## src/rtl/disp_pkg.sv

```systemverilog
// Shared definitions for the display frame fetcher: state encoding,
// AXI burst-length helper and the default 640x480 frame geometry.
package disp_pkg;

  typedef enum logic [2:0] {
    ST_IDLE    = 3'd0,
    ST_FRST    = 3'd1,
    ST_WAIT_SP = 3'd2,
    ST_ADDR    = 3'd3,
    ST_DATA    = 3'd4
  } state_t;

  localparam int AXI_LEN_W  = 8;
  localparam int BEAT_BYTES = 8;

  // Default frame geometry: 640x480 pixels, two pixels per 64-bit beat
  localparam int H_PIXELS        = 640;
  localparam int V_LINES         = 480;
  localparam int PIXELS_PER_BEAT = 2;

  localparam int DEF_BURST_BEATS  = 16;
  localparam int DEF_FRAME_BURSTS = (H_PIXELS * V_LINES) / (PIXELS_PER_BEAT * DEF_BURST_BEATS);
  localparam int DEF_RST_CYCLES   = 8;

  // AXI encodes burst length as beats-1
  function automatic logic [AXI_LEN_W-1:0] axi_len(input int beats);
    return AXI_LEN_W'(beats - 1);
  endfunction

  localparam logic [AXI_LEN_W-1:0] DEF_ARLEN = axi_len(DEF_BURST_BEATS);

endpackage

```

## src/rtl/disp_fetch_addr.sv

```systemverilog
// Frame address walker: holds the current burst address and the count of
// completed bursts. load restarts at a new base, advance steps one burst,
// done flags that the frame is (or is becoming, on this advance) complete.
module disp_fetch_addr
  import disp_pkg::*;
#(
  parameter int BURST_BEATS  = DEF_BURST_BEATS,
  parameter int FRAME_BURSTS = DEF_FRAME_BURSTS
) (
  input  logic        clk,
  input  logic        rst_n,
  input  logic        load,
  input  logic [31:0] base,
  input  logic        advance,
  output logic [31:0] addr,
  output logic        done
);

  localparam int          CNT_W = $clog2(FRAME_BURSTS + 1);
  localparam logic [31:0] STEP  = 32'(BURST_BEATS * BEAT_BYTES);

  logic [CNT_W-1:0] cnt;
  logic [CNT_W-1:0] cnt_nxt;

  // Done looks through the advance so the FSM can decide on the RLAST beat
  always_comb begin
    cnt_nxt = cnt + CNT_W'(1);
    done    = ((advance ? cnt_nxt : cnt) == CNT_W'(FRAME_BURSTS));
  end

  // Address and burst count; a load wins over a simultaneous advance
  always_ff @(posedge clk or negedge rst_n) begin
    if (!rst_n) begin
      addr <= '0;
      cnt  <= '0;
    end else if (load) begin
      addr <= base;
      cnt  <= '0;
    end else if (advance) begin
      addr <= addr + STEP;
      cnt  <= cnt_nxt;
    end
  end

endmodule

```

## src/rtl/disp_fetch.sv

```systemverilog
// Display frame fetcher: on each frame start, pulses the display FIFO reset,
// then reads the frame buffer one AXI burst at a time (only when the FIFO
// has room for a whole burst) and streams the beats into the FIFO.
module disp_fetch
  import disp_pkg::*;
#(
  parameter int BURST_BEATS  = DEF_BURST_BEATS,
  parameter int FRAME_BURSTS = DEF_FRAME_BURSTS,
  parameter int RST_CYCLES   = DEF_RST_CYCLES
) (
  input  logic        ACLK,
  input  logic        ARST,
  input  logic        DISPON,
  input  logic        VSTART,
  input  logic [31:0] DISPADDR,
  input  logic        BUF_WREADY,
  output logic [31:0] ARADDR,
  output logic [7:0]  ARLEN,
  output logic        ARVALID,
  input  logic        ARREADY,
  input  logic [63:0] RDATA,
  input  logic        RVALID,
  input  logic        RLAST,
  output logic        RREADY,
  output logic        FIFORST,
  output logic [63:0] FIFOIN,
  output logic        FIFOWR,
  output logic        LATE
);

  localparam int              RC_W    = (RST_CYCLES > 1) ? $clog2(RST_CYCLES) : 1;
  localparam logic [RC_W-1:0] RC_LAST = RC_W'(RST_CYCLES - 1);
  localparam logic [7:0]      LEN     = axi_len(BURST_BEATS);

  state_t          state;
  logic [RC_W-1:0] rst_cnt;
  logic            pending;
  logic            vs_any;
  logic            beat;
  logic            last_beat;
  logic            load;
  logic [31:0]     cur_addr;
  logic            done;

  disp_fetch_addr #(
    .BURST_BEATS  (BURST_BEATS),
    .FRAME_BURSTS (FRAME_BURSTS)
  ) u_addr (
    .clk     (ACLK),
    .rst_n   (ARST),
    .load    (load),
    .base    (DISPADDR),
    .advance (last_beat),
    .addr    (cur_addr),
    .done    (done)
  );

  // Beat qualification and the restart (address relatch) decision
  always_comb begin
    vs_any    = VSTART | pending;
    beat      = (state == ST_DATA) & RVALID & RREADY;
    last_beat = beat & RLAST;
    load      = 1'b0;
    case (state)
      ST_IDLE:             load = VSTART & DISPON;
      ST_FRST, ST_WAIT_SP: load = vs_any & DISPON;
      ST_DATA:             load = last_beat & vs_any & DISPON;
      default:             load = 1'b0;
    endcase
  end

  // Main FSM with registered AXI and FIFO outputs
  always_ff @(posedge ACLK or negedge ARST) begin
    if (!ARST) begin
      state   <= ST_IDLE;
      rst_cnt <= '0;
      pending <= 1'b0;
      ARVALID <= 1'b0;
      ARADDR  <= '0;
      ARLEN   <= '0;
      RREADY  <= 1'b0;
      FIFORST <= 1'b0;
      FIFOWR  <= 1'b0;
      FIFOIN  <= '0;
      LATE    <= 1'b0;
    end else begin
      FIFOWR <= beat;
      if (beat) FIFOIN <= RDATA;
      if (VSTART && (state != ST_IDLE)) LATE <= 1'b1;

      case (state)
        ST_IDLE: begin
          pending <= 1'b0;
          if (load) begin
            state   <= ST_FRST;
            FIFORST <= 1'b1;
            rst_cnt <= '0;
          end
        end

        ST_FRST: begin
          if (!DISPON) begin
            state   <= ST_IDLE;
            FIFORST <= 1'b0;
            pending <= 1'b0;
          end else if (load) begin
            FIFORST <= 1'b1;
            rst_cnt <= '0;
            pending <= 1'b0;
          end else if (!FIFORST) begin
            // Arrived straight from a burst: the last beat is being written
            // this cycle, so the FIFO reset starts one cycle later.
            FIFORST <= 1'b1;
          end else if (rst_cnt == RC_LAST) begin
            FIFORST <= 1'b0;
            state   <= ST_WAIT_SP;
          end else begin
            rst_cnt <= rst_cnt + RC_W'(1);
          end
        end

        ST_WAIT_SP: begin
          if (!DISPON) begin
            state   <= ST_IDLE;
            pending <= 1'b0;
          end else if (load) begin
            state   <= ST_FRST;
            FIFORST <= 1'b1;
            rst_cnt <= '0;
            pending <= 1'b0;
          end else if (BUF_WREADY) begin
            state  <= ST_ADDR;
            ARADDR <= cur_addr;
            ARLEN  <= LEN;
          end
        end

        ST_ADDR: begin
          if (VSTART) pending <= 1'b1;
          if (ARVALID && ARREADY) begin
            ARVALID <= 1'b0;
            RREADY  <= 1'b1;
            state   <= ST_DATA;
          end else begin
            ARVALID <= 1'b1;
          end
        end

        ST_DATA: begin
          if (VSTART) pending <= 1'b1;
          if (last_beat) begin
            RREADY <= 1'b0;
            if (!DISPON) begin
              state   <= ST_IDLE;
              pending <= 1'b0;
            end else if (load) begin
              state   <= ST_FRST;
              rst_cnt <= '0;
              pending <= 1'b0;
            end else if (done) begin
              state <= ST_IDLE;
            end else begin
              state <= ST_WAIT_SP;
            end
          end
        end

        default: state <= ST_IDLE;
      endcase
    end
  end

endmodule

```

## config.mk

```make
export PLATFORM = sky130hd
export DESIGN_NAME = disp_fetch
export DESIGN_NICKNAME = d
export VERILOG_FILES = /design/src/rtl/disp_pkg.sv /design/src/rtl/disp_fetch_addr.sv /design/src/rtl/disp_fetch.sv
export SDC_FILE = /design/constraint.sdc
export NUM_CORES = 1
export LEC_CHECK = 0
export ABC_AREA = 1
export CORE_MARGIN = 10
export CORE_UTILIZATION = 30
export DETAILED_ROUTE_END_ITERATION = 12
export PLACE_DENSITY = 0.59
export SYNTH_ARGS = -nofsm -noshare
export SYNTH_HDL_FRONTEND = slang
export SYNTH_HIERARCHICAL = 1
export SYNTH_SLANG_ARGS = --single-unit
```

## constraint.sdc

```tcl
create_clock -name ACLK -period 8.8 [get_ports ACLK]
set_clock_uncertainty 0.15 [all_clocks]
set_input_delay 2.2 -clock ACLK [delete_from_list [all_inputs] [get_ports ACLK]]
set_output_delay 2.2 -clock ACLK [all_outputs]
set_load 0.02 [all_outputs]
```

==> flow_summary.json, run 1 <==
{
  "clock_tree.buffer_depth": 2,
  "overflow": 0,
  "drive_gt1_share_pct": 7.854,
  "cp_data_arrival_time_ps": 5650,
  "place.port_buffers": 208,
  "routed_wire_length_per_instance_um": 15.28,
  "synthesis.instances": 887,
  "synth-compound-area-share_pct": 7.087,
  "setup.worst_path.end_class": "flop",
  "critical_path.top_delay_family": "buffers and inverters",
  "dp_hpwl_mm": 15.67,
  "leakagePower_uw": 0.005022,
  "most-common-layout-cells": "sky130_fd_sc_hd__nand2_1 (392), sky130_fd_sc_hd__clkdlybuf4s50_1 (207), sky130_fd_sc_hd__dfrtp_1 (155)",
  "ys.flop_type": "sky130_fd_sc_hd__dfrtp_1",
  "die_x_um": 176.7,
  "power_density_nw_per_um2": 317.8,
  "critical_path.reg2reg.endpoint": "u_addr/addr[26]",
  "met3_length_mm": 2.432,
  "worst_setup_path_endpoint": "u_addr/addr[26]",
  "slowest_delay_ps": 760,
  "worst_ir_drop_vdd_v": 0.0001456,
  "io-pin-count": 213,
  "unrepaired_setup_endpoints_after_global_routing": "false",
  "numCtsBuffers": 17,
  "critical_path.startpoint": "RVALID",
  "post_synth_fa_ha_maj_area_fraction_pct": 0.6798,
  "placeableCoreArea_sq_um": 24250,
  "hold_path_class": "reg2reg",
  "design.die.area_sq_um": 31210,
  "period_needed_ps": 5447,
  "ctsRootBufferMaster": "sky130_fd_sc_hd__clkbuf_16",
  "cts_hold_buf": 0,
  "r2r_setup_slack_ps": 4930,
  "synthesis.yosys.warnings": 6,
  "final_report_hold_violation_count": 0,
  "tritoncts_sink_count": 155,
  "initial_antenna_violation_count": 2,
  "cp.required_ps": 9010,
  "combinational_family_with_the_most_area_after_synthesis": "simple AND/OR/NAND/NOR gates",
  "hold-worst-slack_ps": 318.1,
  "wirelength_mm": 21.69,
  "cts_repair_resize_count": 0,
  "worst_setup_hold_path_clk_slew_ps": 70,
  "synth_cell_types": 44,
  "grt_pass1_vias": 6606,
  "place_congestion": 0.8098,
  "simple_gate_fraction_of_synth_area_pct": 31.71,
  "number_of_flops_mapped_to_enable_cells_by_yosys": 0,
  "critical_path.max_fanout": 66,
  "reg2reg_depth": 12,
  "synth_sequential_area_ratio_pct": 52.69,
  "areaGrowthSynthToFinish_pct": 39.28,
  "status": "finished, final reports clean",
  "groute.usage.overall_pct": 14.05,
  "worst_setup_path_start_kind": "primary input",
  "detail_route.wirelength.met1_mm": 9.573,
  "post_synth_xor_area_fraction_pct": 1.785,
  "synth.area.mux_share_pct": 0,
  "synth_async_sr_flop_share_pct": 100.0,
  "cell_by_cell_trace_of_the_critical_path": "clkdlybuf4s50_1 > nand2_1 > nor2_4 > buf_4 > inv_2 > nor2_1 > inv_1 > nor2_1 > inv_1 > a21oi_1 > o21ai_0 > nand2_1",
  "final_min_period_over_clock_period_pct": 61.90,
  "postRouteAntennaNets": 0,
  "die_h_um": 176.7,
  "setup_violating_endpoint_count_in_the_final_report": 0,
  "worst-slew-pin-transition_ps": 959.3,
  "rows": 57,
  "drt_first_iter_violations": 261,
  "cp_num_cells": 12,
  "cts.repair_timing.setup_buffer_count": 0,
  "grt_start_max_net_pins": 86,
  "slew_headroom_pct": 35.81,
  "met2WireLength_mm": 9.409,
  "synthesis.area_sq_um": 7362,
  "ys_seq_elements": 155,
  "startpoint_to_endpoint_class_of_the_critical_path": "in2reg",
  "max_freq_mhz": 183.6,
  "path_buf_inv": 5,
  "syn_area_per_cell_sq_um": 8.300,
  "crit_slowest_cell": "sky130_fd_sc_hd__nor2_1",
  "cts_max_level": 4,
  "cts_tree": "built",
  "start_util_pct": 30.36,
  "firstDrtPassIters": 5,
  "timing_max_transition_violations_final": 0,
  "worstSkewPairLatency_ps": 420,
  "final_nets": 1190,
  "grt_pass1_wl_mm": 35.14,
  "layout.filler_cells": 2454,
  "drt_drc_violations_left": 0,
  "detail_route.vias_per_cell": 4.487,
  "regToRegStartpoint": "state[0]",
  "dr_total_vias": 6372,
  "final_common_cell": "sky130_fd_sc_hd__nand2_1",
  "setup_total_negative_slack_ps": 0,
  "highest_layer": "met5",
  "drv_cap": 0
}
[cell type report]
class	instances	area [sq um]	area share [%]
inverter	59	221.5	2.160
multi-input combinational	636	3060	29.85
tap	324	405.4	3.954
clock buffer	18	439.2	4.283
sequential	155	3879	37.83
antenna	1	2.502	0.02441
timing repair buffer	213	2121	20.68
clock inverter	14	125.1	1.220
[cell usage after synthesis (5+ instances only)]
| master | n | area (sq um) |
|---|---|---|
| sky130_fd_sc_hd__a21oi_1 | 8 | 40.04 |
| sky130_fd_sc_hd__a22oi_1 | 16 | 120.1 |
| sky130_fd_sc_hd__buf_2 | 14 | 70.07 |
| sky130_fd_sc_hd__buf_4 | 7 | 52.55 |
| sky130_fd_sc_hd__clkbuf_1 | 10 | 37.54 |
| sky130_fd_sc_hd__dfrtp_1 | 155 | 3879 |
| sky130_fd_sc_hd__inv_1 | 55 | 206.5 |
| sky130_fd_sc_hd__nand2_1 | 392 | 1471 |
| sky130_fd_sc_hd__nand2_2 | 10 | 62.56 |
| sky130_fd_sc_hd__nand2_4 | 5 | 56.30 |
| sky130_fd_sc_hd__nand3_1 | 35 | 175.2 |
| sky130_fd_sc_hd__nand4_1 | 9 | 56.30 |
| sky130_fd_sc_hd__nor2_1 | 38 | 142.6 |
| sky130_fd_sc_hd__nor2_2 | 5 | 31.28 |
| sky130_fd_sc_hd__nor2_4 | 6 | 67.56 |
| sky130_fd_sc_hd__o211ai_1 | 5 | 37.54 |
| sky130_fd_sc_hd__o21ai_0 | 47 | 235.2 |
| sky130_fd_sc_hd__xnor2_1 | 5 | 43.79 |
| sky130_fd_sc_hd__xor2_1 | 10 | 87.58 |
[state kept, by name, summed over array words and instances, names as in the netlist]
register     count
u_addr/cnt      14
ARVALID          1
state            3
FIFOIN          64
FIFOWR           1
ARLEN            1
LATE             1
ARADDR          32
FIFORST          1
RREADY           1
pending          1
u_addr/addr     32
rst_cnt          3
[per-layer routing]
metal | vias to the layer above | GRT usage [%]
met1 | 2962 | 17.15
met5 | - | 0
met4 | 2 | 3.748
li1 | 3186 | -
met2 | 203 | 21.24
met3 | 19 | 7.446
[metrics by stage]
step | total power [uW] | setup WS, ps | cells | util, % | instance area (sq um)
floorplan | 1918 | 4437 | 890 | - | 7373
global placement | 2562 | 3015 | 1387 | 39.95 | 9687
detailed placement | 2572 | 2917 | 1387 | 39.95 | 9687
CTS | 3309 | 3365 | 1419 | 42.28 | 10250
global route | 3500 | 3117 | 1419 | 42.28 | 10250
finish | 3259 | 3353 | 1420 | 42.29 | 10250
[report_power, final]
part	switching [uW]	internal (uW)	total (uW)
logic	733	586	1320
clock network	331	380	711
registers	229	999	1230
[how the worst min path moves through the flow]
stage                         startpoint              to  slack [ps]  depth (start not counted)
after detailed placement      FIFOIN[52]      FIFOIN[52]         310                          2
after global routing          FIFOIN[41]      FIFOIN[41]         340                          2
after global placement         FIFOIN[8]       FIFOIN[8]         300                          2
after CTS                     FIFOIN[21]      FIFOIN[21]         320                          2
after floorplan           u_addr/addr[0]  u_addr/addr[0]         290                          2
final                         FIFOIN[46]      FIFOIN[46]         320                          2
[worst register-to-register path, cell delays in order, from the launching register on]
cell and delay (ps):
sky130_fd_sc_hd__dfrtp_1 490, sky130_fd_sc_hd__nor2_2 200, sky130_fd_sc_hd__nand2_2 120, sky130_fd_sc_hd__nor2_4 90, sky130_fd_sc_hd__buf_4 520, sky130_fd_sc_hd__inv_2 90
sky130_fd_sc_hd__nor2_1 360, sky130_fd_sc_hd__inv_1 190, sky130_fd_sc_hd__nor2_1 760, sky130_fd_sc_hd__inv_1 400, sky130_fd_sc_hd__a21oi_1 240, sky130_fd_sc_hd__o21ai_0 120
sky130_fd_sc_hd__nand2_1 70
[cell families (layout without fill, tap and decap cells)]
kind of cell,Yosys count,after routing
compound gates,89,89
xor+xnor,15,15
fa+ha+maj,4,4
buf+inv,99,304
flops,155,155
other cells,1,5
simple gates,524,524
Power figures use the tool's default switching activity.
==> run 2: changes to the inputs <==
Clock period 8.8 ns to 5.2 ns, I/O delays scaled along.
==> run 2 against run 1 <==
Die area unchanged; core utilization grew 0.30 points; wire length up 1.1%; global-route usage is 0.12 points higher; critical path type unchanged.
==> flow_summary.json, run 2 (same netlist as run 1, synthesis figures left out) <==
{
  "hold_path_class": "reg2reg",
  "drive_gt1_share_pct": 7.755,
  "cts_max_level": 4,
  "io-pin-count": 213,
  "cp.required_ps": 5400,
  "final_common_cell": "sky130_fd_sc_hd__nand2_1",
  "areaGrowthSynthToFinish_pct": 40.28,
  "place_area_sq_um": 9714,
  "power_density_nw_per_um2": 543.8,
  "place_congestion": 0.8472,
  "drt_drc_violations_left": 0,
  "cts_hold_buf": 0,
  "ctsRootBufferMaster": "sky130_fd_sc_hd__clkbuf_16",
  "setup.worst_path.end_class": "flop",
  "cts_tree": "built",
  "tritoncts_sink_count": 155,
  "placeableCoreArea_sq_um": 24250,
  "setup_total_negative_slack_ps": 0,
  "timing_max_transition_violations_final": 0,
  "start_util_pct": 30.36,
  "numCtsBuffers": 17,
  "slew_headroom_pct": 36.83,
  "antennaDiodeCount": 0,
  "layout_top_registers": "FIFOIN (64), ARADDR (32), u_addr/addr (32)",
  "final_nets": 1192,
  "routed_wire_length_per_instance_um": 15.45,
  "groute.usage.overall_pct": 14.17,
  "design.die.area_sq_um": 31210,
  "rows": 57,
  "grt_pass1_vias": 6636,
  "max_freq_mhz": 252.0,
  "grt_pass1_wl_mm": 35.62,
  "initial_antenna_violation_count": 1,
  "largest_register": "FIFOIN",
  "dr_total_vias": 6318,
  "postLayoutCellArea_sq_um": 10330,
  "drt_first_iter_violations": 364,
  "cts.repair_timing.setup_buffer_count": 0,
  "period_needed_ps": 3969,
  "worst_setup_hold_path_clk_slew_ps": 60,
  "unrepaired_setup_endpoints_after_global_routing": "false",
  "worst-slew-pin-transition_ps": 944.0,
  "die_x_um": 176.7,
  "cts_repair_resize_count": 0,
  "largest_register_ffs": 64,
  "grt_start_max_net_pins": 89,
  "worst_setup_path_start_kind": "primary input",
  "wirelength_mm": 21.94,
  "worst_ir_drop_vdd_v": 0.0002412,
  "clock_tree.buffer_depth": 2,
  "postRouteAntennaNets": 0,
  "final_report_hold_violation_count": 0,
  "drv_cap": 0,
  "status": "finished, final reports clean",
  "setup_violating_endpoint_count_in_the_final_report": 0,
  "final_min_period_over_clock_period_pct": 76.32,
  "detail_route.vias_per_cell": 4.449,
  "place.port_buffers": 208,
  "critical_path.max_fanout": 13,
  "overflow": 0,
  "startpoint_to_endpoint_class_of_the_critical_path": "in2reg",
  "leakagePower_uw": 0.005052,
  "dp_hpwl_mm": 15.99,
  "worstSkewPairLatency_ps": 420,
  "cp_data_arrival_time_ps": 4170,
  "firstDrtPassIters": 4,
  "most-common-layout-cells": "sky130_fd_sc_hd__nand2_1 (392), sky130_fd_sc_hd__clkdlybuf4s50_1 (207), sky130_fd_sc_hd__dfrtp_1 (155)",
  "die_h_um": 176.7
}
## run 2: cell count changes in the layout (fill, tap and decap cells not counted), moves of 2 or more
cell,before,now
sky130_fd_sc_hd__inv_6,7,0
sky130_fd_sc_hd__bufinv_16,0,3
sky130_fd_sc_hd__inv_8,2,0
sky130_fd_sc_hd__clkbuf_8,1,3
sky130_fd_sc_hd__clkbuf_1,0,2
## run 2: metrics by stage
step	utilization [%]	hold WS, ps	worst slack [ps]	cells	power [uW]
2_1_floorplan	-	292.2	1737	890	3247
3_3_place_gp	40.06	302.3	782.1	1389	4345
3_5_place_dp	40.06	307.5	708.9	1389	4362
4_1_cts	42.59	323.0	1142	1420	5700
5_1_grt	42.59	341.5	900.1	1420	6030
6_report	42.59	318.4	1231	1420	5616
## run 2: worst paths after layout
check / from / end / slack, ps / cells past startpoint
setup / recovery: RVALID / u_addr/addr[26] / 1230 / 11
min in group asynchronous: ARST / ARADDR[11] / 790 / 1
hold reg to reg: FIFOIN[48] / FIFOIN[48] / 320 / 2
hold / removal: FIFOIN[48] / FIFOIN[48] / 320 / 2
max in group asynchronous: ARST / FIFOIN[38] / 3230 / 2
setup reg to reg: state[0] / u_addr/addr[26] / 1900 / 11
## run 2: report_power, final
part | switching (uW) | internal [uW] | leakage (uW)
clock network | 505 | 794 | 0.000289
logic | 1240 | 997 | 0.00275
registers | 389 | 1690 | 0.00201
total | 2130 | 3480 | 0.00505
## run 2: routing by layer
layer	share of wire, %	vias to the layer above	global-route usage [%]
met4	2.0	2	4.939
li1	-	3184	-
met1	45	2901	17.47
met5	0.032	-	0
met3	11	26	7.169
met2	42	205	20.92
## run 2: area by class of cell
class,count,area [sq um]
clock inverters,9,138.9
inverters,59,221.5
well taps,324,405.4
fillers,2453,13920
clock buffers,22,474.2
flip-flops and latches,155,3879
repair buffers,215,2148
multi-input cells,636,3060
## run 2: critical path, stage by stage
cell                              delay (ps)
sky130_fd_sc_hd__clkdlybuf4s50_1         450
sky130_fd_sc_hd__nand2_1                 120
sky130_fd_sc_hd__nor2_4                  150
sky130_fd_sc_hd__inv_2                    40
sky130_fd_sc_hd__nor2_1                  380
sky130_fd_sc_hd__inv_1                   200
sky130_fd_sc_hd__nor2_1                  750
sky130_fd_sc_hd__inv_1                   390
sky130_fd_sc_hd__a21oi_1                 200
sky130_fd_sc_hd__o21ai_0                 100
sky130_fd_sc_hd__nand2_1                  70
==> run 3: changes to the inputs <==
Settings changed: PLACE_DENSITY 0.59 to 0.61.
Clock period 5.2 ns to 3.6 ns, I/O delays scaled along.
==> run 3 against run 2 <==
Cell count grew 0.56%; sequential power rose by 45%; flip-flop and latch count is the same; clock power is 42% higher; first-iteration DRC count shrank 24%; wire length is 1.6% lower; non-clock buffer count is 7 higher; highest routed layer unchanged.
==> flow_summary.json, run 3 (same netlist as run 1, synthesis figures left out) <==
{
  "status": "finished, final reports clean",
  "cts_repair_resize_count": 0,
  "dr_total_vias": 6391,
  "layout.filler_cells": 2439,
  "cts_hold_buf": 0,
  "drt_first_iter_violations": 277,
  "place.port_buffers": 208,
  "cts.repair_timing.setup_buffer_count": 0,
  "setup_total_negative_slack_ps": 0,
  "cp_data_arrival_time_ps": 3190,
  "ctsRootBufferMaster": "sky130_fd_sc_hd__clkbuf_16",
  "unrepaired_setup_endpoints_after_global_routing": "false",
  "worst_setup_hold_path_clk_slew_ps": 70,
  "startpoint_to_endpoint_class_of_the_critical_path": "in2reg",
  "sequential_fraction_of_design_power_pct": 37.3,
  "firstDrtPassIters": 4,
  "groute.usage.overall_pct": 13.87,
  "cts_tree": "built",
  "largest_register": "FIFOIN",
  "initial_antenna_violation_count": 1,
  "sw_frac_of_total_pct": 38.82,
  "grt_pass1_wl_mm": 34.91,
  "critical_path.max_fanout": 5,
  "overflow": 0,
  "power_frac_clock_pct": 22.8,
  "areaGrowthSynthToFinish_pct": 40.82,
  "final_report_hold_violation_count": 0,
  "dp_hpwl_mm": 15.87,
  "period_needed_ps": 3017,
  "antennaDiodeCount": 0,
  "worstSkewPairLatency_ps": 420,
  "worst_ir_drop_vdd_v": 0.0003935,
  "hold_path_class": "in2async",
  "placeableCoreArea_sq_um": 24250,
  "drv_cap": 0,
  "timing_max_transition_violations_final": 0,
  "wirelength_mm": 21.58,
  "drt_drc_violations_left": 0,
  "max_freq_mhz": 331.4,
  "cts_max_level": 4,
  "slew_headroom_pct": 52.03,
  "leakagePower_uw": 0.005085,
  "cp.required_ps": 3770,
  "power.internal_uw": 4945,
  "grt_start_max_net_pins": 76,
  "routed_wire_length_per_instance_um": 15.11,
  "setup.worst_path.end_class": "flop",
  "final_common_cell": "sky130_fd_sc_hd__nand2_1",
  "most-common-layout-cells": "sky130_fd_sc_hd__nand2_1 (392), sky130_fd_sc_hd__clkdlybuf4s50_1 (207), sky130_fd_sc_hd__dfrtp_1 (155)",
  "start_util_pct": 30.36,
  "numCtsBuffers": 17,
  "die_x_um": 176.7,
  "placed_instances": 1396,
  "die_h_um": 176.7,
  "design.die.area_sq_um": 31210,
  "grt_pass1_vias": 6586,
  "layout_top_registers": "FIFOIN (64), ARADDR (32), u_addr/addr (32)",
  "worst-slew-pin-transition_ps": 719.5,
  "final_min_period_over_clock_period_pct": 83.82,
  "rows": 57,
  "detail_route.vias_per_cell": 4.475,
  "final-instance-count-excl-fill": 1428,
  "final_nets": 1199,
  "worst_setup_path_start_kind": "primary input",
  "power.net_switching_uw": 3138,
  "power_density_nw_per_um2": 779.7,
  "postRouteAntennaNets": 0,
  "setup_violating_endpoint_count_in_the_final_report": 0,
  "clock_tree.buffer_depth": 2,
  "io-pin-count": 213,
  "tritoncts_sink_count": 155,
  "pwr-share-comb_pct": 39.9,
  "place_congestion": 0.8412,
  "largest_register_ffs": 64,
  "drive_gt1_share_pct": 8.514
}
[run 3: changes by cell type in the layout (fill, tap and decap cells not counted), sizes merged]
cell,before,now
buf,8,15
inv,58,61
clkinvlp,3,2
clkinv,4,8
bufinv,3,2
clkbuf,22,18
[run 3: final cells by class]
class                           count  area (sq um)  share of cell area, %
Clock buffer                       18         439.2                  4.236
Multi-Input combinational cell    636          3060                  29.52
Tap cell                          324         405.4                  3.910
Sequential cell                   155          3879                  37.41
Timing Repair Buffer              222          2201                  21.23
Clock inverter                     14         161.4                  1.557
Inverter                           59         221.5                  2.136
[run 3: path summary, 6_finish.rpt]
kind | from | endpoint | slack, ps | cells after the start
max | RVALID | state[1] | 580 | 18
min | ARST | ARADDR[13] | 220 | 1
max reg2reg | state[0] | state[1] | 850 | 18
min reg2reg | FIFOIN[27] | FIFOIN[27] | 320 | 2
max in group asynchronous | ARST | FIFOIN[59] | 2180 | 2
min in group ACLK | FIFOIN[27] | FIFOIN[27] | 320 | 2
[run 3: worst max-delay path: stages]
cell and delay, ps:
sky130_fd_sc_hd__clkdlybuf4s50_1 460, sky130_fd_sc_hd__nand2_1 120, sky130_fd_sc_hd__nor2_4 150, sky130_fd_sc_hd__inv_2 40, sky130_fd_sc_hd__nor2_1 260, sky130_fd_sc_hd__nand2_1 170
sky130_fd_sc_hd__nor2_4 160, sky130_fd_sc_hd__nand3b_1 110, sky130_fd_sc_hd__inv_1 70, sky130_fd_sc_hd__nand2_1 50, sky130_fd_sc_hd__xor2_1 200, sky130_fd_sc_hd__nand3_1 100
sky130_fd_sc_hd__nor2_1 120, sky130_fd_sc_hd__inv_1 40, sky130_fd_sc_hd__nand4_1 80, sky130_fd_sc_hd__nand2_1 60, sky130_fd_sc_hd__nand3_1 70, sky130_fd_sc_hd__nand2_1 50
[run 3: through the flow]
stage | cell area, sq um | setup WS, ps | total power (uW) | utilization (%) | hold WS (ps)
CTS | 10370 | 544.6 | 8188 | 42.76 | 220.4
global placement | 9767 | 184.9 | 6255 | 40.28 | 302.0
global route | 10370 | 259.8 | 8666 | 42.76 | 230.5
detailed placement | 9767 | 127.3 | 6299 | 40.28 | 307.7
finish | 10370 | 582.5 | 8083 | 42.76 | 222.6
floorplan | 7373 | 536.5 | 4690 | - | 292.2
[run 3: power by group through the flow]
stage | combinational (uW) | sequential, uW | clock, uW
3_3_place_gp | 3250 | 3000 | 0
3_5_place_dp | 3270 | 3030 | 0
4_1_cts | 3280 | 3010 | 1890
6_report | 3220 | 3010 | 1850
2_1_floorplan | 1150 | 3540 | 0
5_1_grt | 3560 | 3120 | 1980
[run 3: per-layer routing]
metal	GRT usage, %	vias up	part of all wire [%]
li1	-	3204	-
met3	7.190	27	12
met1	16.93	2959	43
met4	4.063	2	1.4
met2	20.89	199	44
met5	0	-	0.060
==> edit 1: new RTL, settings of run 3 <==
Set the package constant `H_PIXELS` to 1280 (it was 640).
--- a/src/rtl/disp_pkg.sv
+++ b/src/rtl/disp_pkg.sv
@@ -14,7 +14,7 @@
   localparam int BEAT_BYTES = 8;
 
   // Default frame geometry: 640x480 pixels, two pixels per 64-bit beat
-  localparam int H_PIXELS        = 640;
+  localparam int H_PIXELS        = 1280;
   localparam int V_LINES         = 480;
   localparam int PIXELS_PER_BEAT = 2;
 
Formal check against the unedited RTL: no difference found for any inputs over 10 cycles, from zero or initial values and one cycle with ARST low; that may be too few to reach the edited logic, so the function may still have changed.
==> edit 1 against run 3 <==
Non-clock buffer count is 1 higher. Fmax is 2.1% higher. Synthesized area is 0.48% lower. Power is 1.5% lower. Hold slack better by 0.097 ns. Setup slack better by 0.062 ns. Wire length is 2.2% higher. Combinational power hardly changed. Via count is 0.59% higher. Sequential cell count is 1 higher. Design area is 0.51% lower. Register-to-register slack better by 0.09 ns. Final cell count is 0.70% higher. Critical endpoint unchanged. Highest routed layer is now met4.
==> edit 1: results (changes against run 3) <==
[status]
status = finished clean

[global_routing]
grtUsageMet3 = 0.0453  ; -0.0266
grt.met1_usage = 0.172  ; +0.00244
grt_max_degree = 66  ; -13%
grt_pass1_vias = 6485  ; -1.5%
use_met2 = 0.235  ; +0.0258
grt_pass1_wl_um = 35300  ; +1.2%
grtUsageTotal = 0.141  ; +0.00191

[drt]
dr_wl_met2_um = 11100  ; +18%
dr.pass1.iters = 5  ; +1
met1_length_um = 9320  ; -0.18%
num_vias = 6429  ; +0.59%
met3_length_um = 1430  ; -43%
wl_per_cell_um = 15.3  ; +1.4%
finalWirelength_um = 22000  ; +2.2%

[clock_network]
cts.sinks = 156  ; +0.65%
clkLatencyLatePin_ns = 0.42  ; about the same
clk_pin_slew_ns = 0.07  ; about the same

[synth]
ys_types = 40  ; -9.1%
seq_area_frac_synth = 0.533  ; +0.00593
synth.avg_cell_area_um2 = 8.18  ; -1.5%
synth_common_cells = nand2_1 (397), dfrtp_1 (156), nor2_1 (57)

[timing]
worst-slew-pin-transition_ns = 0.708  ; -0.0116 ns
fmax_mhz = 338  ; +2.1%
final.hold.worst_slack_ns = 0.320  ; +0.0971 ns

[placed_design]
placed_cells = 1405  ; +0.64%
hpwl_um = 16100  ; +1.8%
post-place-ws_ns = 0.218  ; +0.0903 ns
gp_congestion = 0.836  ; -0.61%
io_buffers = 208  ; unchanged
place_area_um2 = 9740  ; -0.23%

[power]
p_leak_uw = 0.00489  ; -3.7%
fin_total_pwr_uw = 7960  ; -1.5%
swShare = 0.386  ; -0.00213
ir_worst_vdd_mv = 0.356  ; -9.4%
p_clk_uw = 1740  ; -6%

[critical_path]
worstPathArrival_ns = 3.11  ; -0.08 ns
r2r_slack_ns = 0.94  ; +0.09 ns
worst-path-max-fanout = 10  ; +5
rr_worst_depth = 19  ; +1

[cells_and_area]
nClkBuffers = 20  ; +2
seq_area_um2 = 3900  ; +0.65%
nNonClkInverters = 47  ; -20%
diodes = 1  ; +1
multi_input_area_um2 = 3040  ; -0.74%
drive_above_1_share = 0.0782  ; -0.00698
nNonClkBuffers = 223  ; +0.45%
fill_cells = 2421  ; -0.74%
fin_nets = 1208  ; +0.75%
area_growth_syn_to_layout_pct = 40.8  ; about the same
final-clk-cell-share = 0.0551  ; -0.00286

## edit 1: cells by family (layout without fill, tap and decap cells)
family	count (synthesis)	after routing	share of synthesized area
flip-flops	156	156	0.533
adder cells (fa/ha/maj)	4	4	0.00683
XOR/XNOR	23	23	0.0275
other	1	5	0.000512
AO/OA/AOI/OAI	84	84	0.0663
AND/OR/NAND/NOR	540	540	0.311
buffers and inverters	88	302	0.0552
## edit 1: critical path, stage by stage
cell and delay [ns]:
clkdlybuf4s50_1 0.46, nand2_1 0.12, nor2_4 0.14, inv_2 0.04, nor2_1 0.08, buf_4 0.18, nand3_1 0.11, nor2_1 0.21
nand2_1 0.07, nand2_1 0.09, nand3_1 0.08, nor2_1 0.12, nand3_1 0.09, nor3_2 0.10, inv_1 0.05, nand4_1 0.09
nand2_1 0.05, nand3_1 0.07, nand2_1 0.05
==> edit 2: new RTL, flow settings as in run 3 <==
Without the edit above. Re-encode `state_t` (5 states) as one-hot, 5 bits wide.
--- a/src/rtl/disp_pkg.sv
+++ b/src/rtl/disp_pkg.sv
@@ -2,12 +2,12 @@
 // AXI burst-length helper and the default 640x480 frame geometry.
 package disp_pkg;
 
-  typedef enum logic [2:0] {
-    ST_IDLE    = 3'd0,
-    ST_FRST    = 3'd1,
-    ST_WAIT_SP = 3'd2,
-    ST_ADDR    = 3'd3,
-    ST_DATA    = 3'd4
+  typedef enum logic [4:0] {
+    ST_IDLE    = 5'b00001,
+    ST_FRST    = 5'b00010,
+    ST_WAIT_SP = 5'b00100,
+    ST_ADDR    = 5'b01000,
+    ST_DATA    = 5'b10000
   } state_t;
 
   localparam int AXI_LEN_W  = 8;
Function: no difference found for any inputs over 10 cycles, from zero or initial values and one cycle with ARST low; not proved beyond that.
==> edit 2 against run 3 <==
Design area rose by 3.1%. Count of clock-buffer cells in the layout did not move. Sequential cell count rose by 2. Combinational power fell by 44%. Power fell by 23%. Synthesized area rose by 4.2%. Setup slack improved by 0.070 ns. Synthesized cell count rose by 2.1%. Clock power rose by 4%. Wire length fell by 0.22%. Largest cell class unchanged. Non-clock buffer count rose by 1.
==> edit 2: results (changes against run 3) <==
[power]
p_leak_uw = 0.00522  ; +2.7%
swShare = 0.347  ; -0.0412
ir_worst_vdd_mv = 0.224  ; -43%

[synth]
async_reset_ff_frac = 1.00  ; unchanged
synth_common_cells = nand2_1 (352), dfrtp_1 (156), inv_1 (90)
netlist_top_cells_area = dfrtp_1 (51%), nand2_1 (17%), inv_1 (4.4%)
seq_area_frac_synth = 0.512  ; -0.0145
ys_types = 47  ; +6.8%

[cells_and_area]
drive_above_1_share = 0.117  ; +0.0322
fin_nets = 1221  ; +1.8%

[clock_network]
numCtsBuffers = 17  ; unchanged

[critical_path]
rr_startpoint = state[3]
worst-path-max-fanout = 8  ; +3
worstPathArrival_ns = 3.16  ; -0.03 ns
worstReg2RegEnd = state[0]
r2r_slack_ns = 0.77  ; -0.08 ns

[status]
status = finished clean

[drt]
first_iter_violations = 283  ; +2.2%
dr.pass1.iters = 5  ; +1
vias_per_cell = 4.38  ; -2.1%

[global_routing]
grt_max_degree = 66  ; -13%
grt_pass1_wl_um = 34700  ; -0.52%
grtUsageTotal = 0.130  ; -0.00845
grt_pass1_vias = 6500  ; -1.3%

[placed_design]
gp_congestion = 0.832  ; -1.1%
post-place-ws_ns = 0.232  ; +0.105 ns
hpwl_um = 15800  ; -0.24%

[timing]
post-route-min-period_ns = 2.95  ; -0.0702 ns
max-slew-margin-rel = 0.519  ; -0.00138

[edit 2: changes by cell type after synthesis, moves of 4 or more]
cell,change
nand2_1,-40
nand3_1,+4
buf_2,-4
o21ai_2,+27
inv_1,+35
o21ai_0,-27
nand2_2,+11
nor2_1,+5
nor2_4,+5
o21ai_1,+5
[edit 2: logic make-up (layout without fill, tap and decap cells)]
group,after synthesis,in the layout,share of synthesized area
simple gates,501,501,0.298
flops,157,157,0.512
buf+inv,132,348,0.0794
compound gates,96,96,0.0866
xor+xnor,15,15,0.0171
fa+ha+maj,4,4,0.00652
other cells,1,5,0.000489
[edit 2: critical path, delay by kind of cell]
family          cells  cell delay, ns
compound gates      1            0.16
xor+xnor            1            0.18
simple gates       12            1.13
buf+inv             4            0.77
[edit 2: through the flow]
stage                     instances  utilization
after detailed placement       1424        0.400
after CTS                      1455        0.424
after floorplan                 909            -
after global routing           1455        0.424
after global placement         1424        0.400
final                          1456        0.424
[edit 2: final cells by class]
type | count | area (um2)
diodes | 1 | 2.50
well taps | 330 | 413
inverters | 94 | 353
clock buffers | 18 | 429
flip-flops and latches | 157 | 3930
repair buffers | 223 | 2230
fillers | 2505 | 14500
clock inverters | 13 | 180
multi-input cells | 620 | 3150
[edit 2: layer usage]
layer / track usage / vias up / part of all wire
met5: 0 / - / 0
met4: 0.0341 / 0 / 0.0096
met3: 0.0783 / 12 / 0.12
met2: 0.194 / 202 / 0.43
met1: 0.156 / 2929 / 0.43
li1: - / 3235 / -
[edit 2: power groups by stage]
stage / Combinational (uW) / Clock (uW) / Sequential (uW)
after floorplan: 914 / 0 / 2640
after global routing: 2010 / 2050 / 2520
after CTS: 1840 / 1980 / 2470
after detailed placement: 1830 / 0 / 2490
final: 1810 / 1920 / 2460
after global placement: 1810 / 0 / 2480
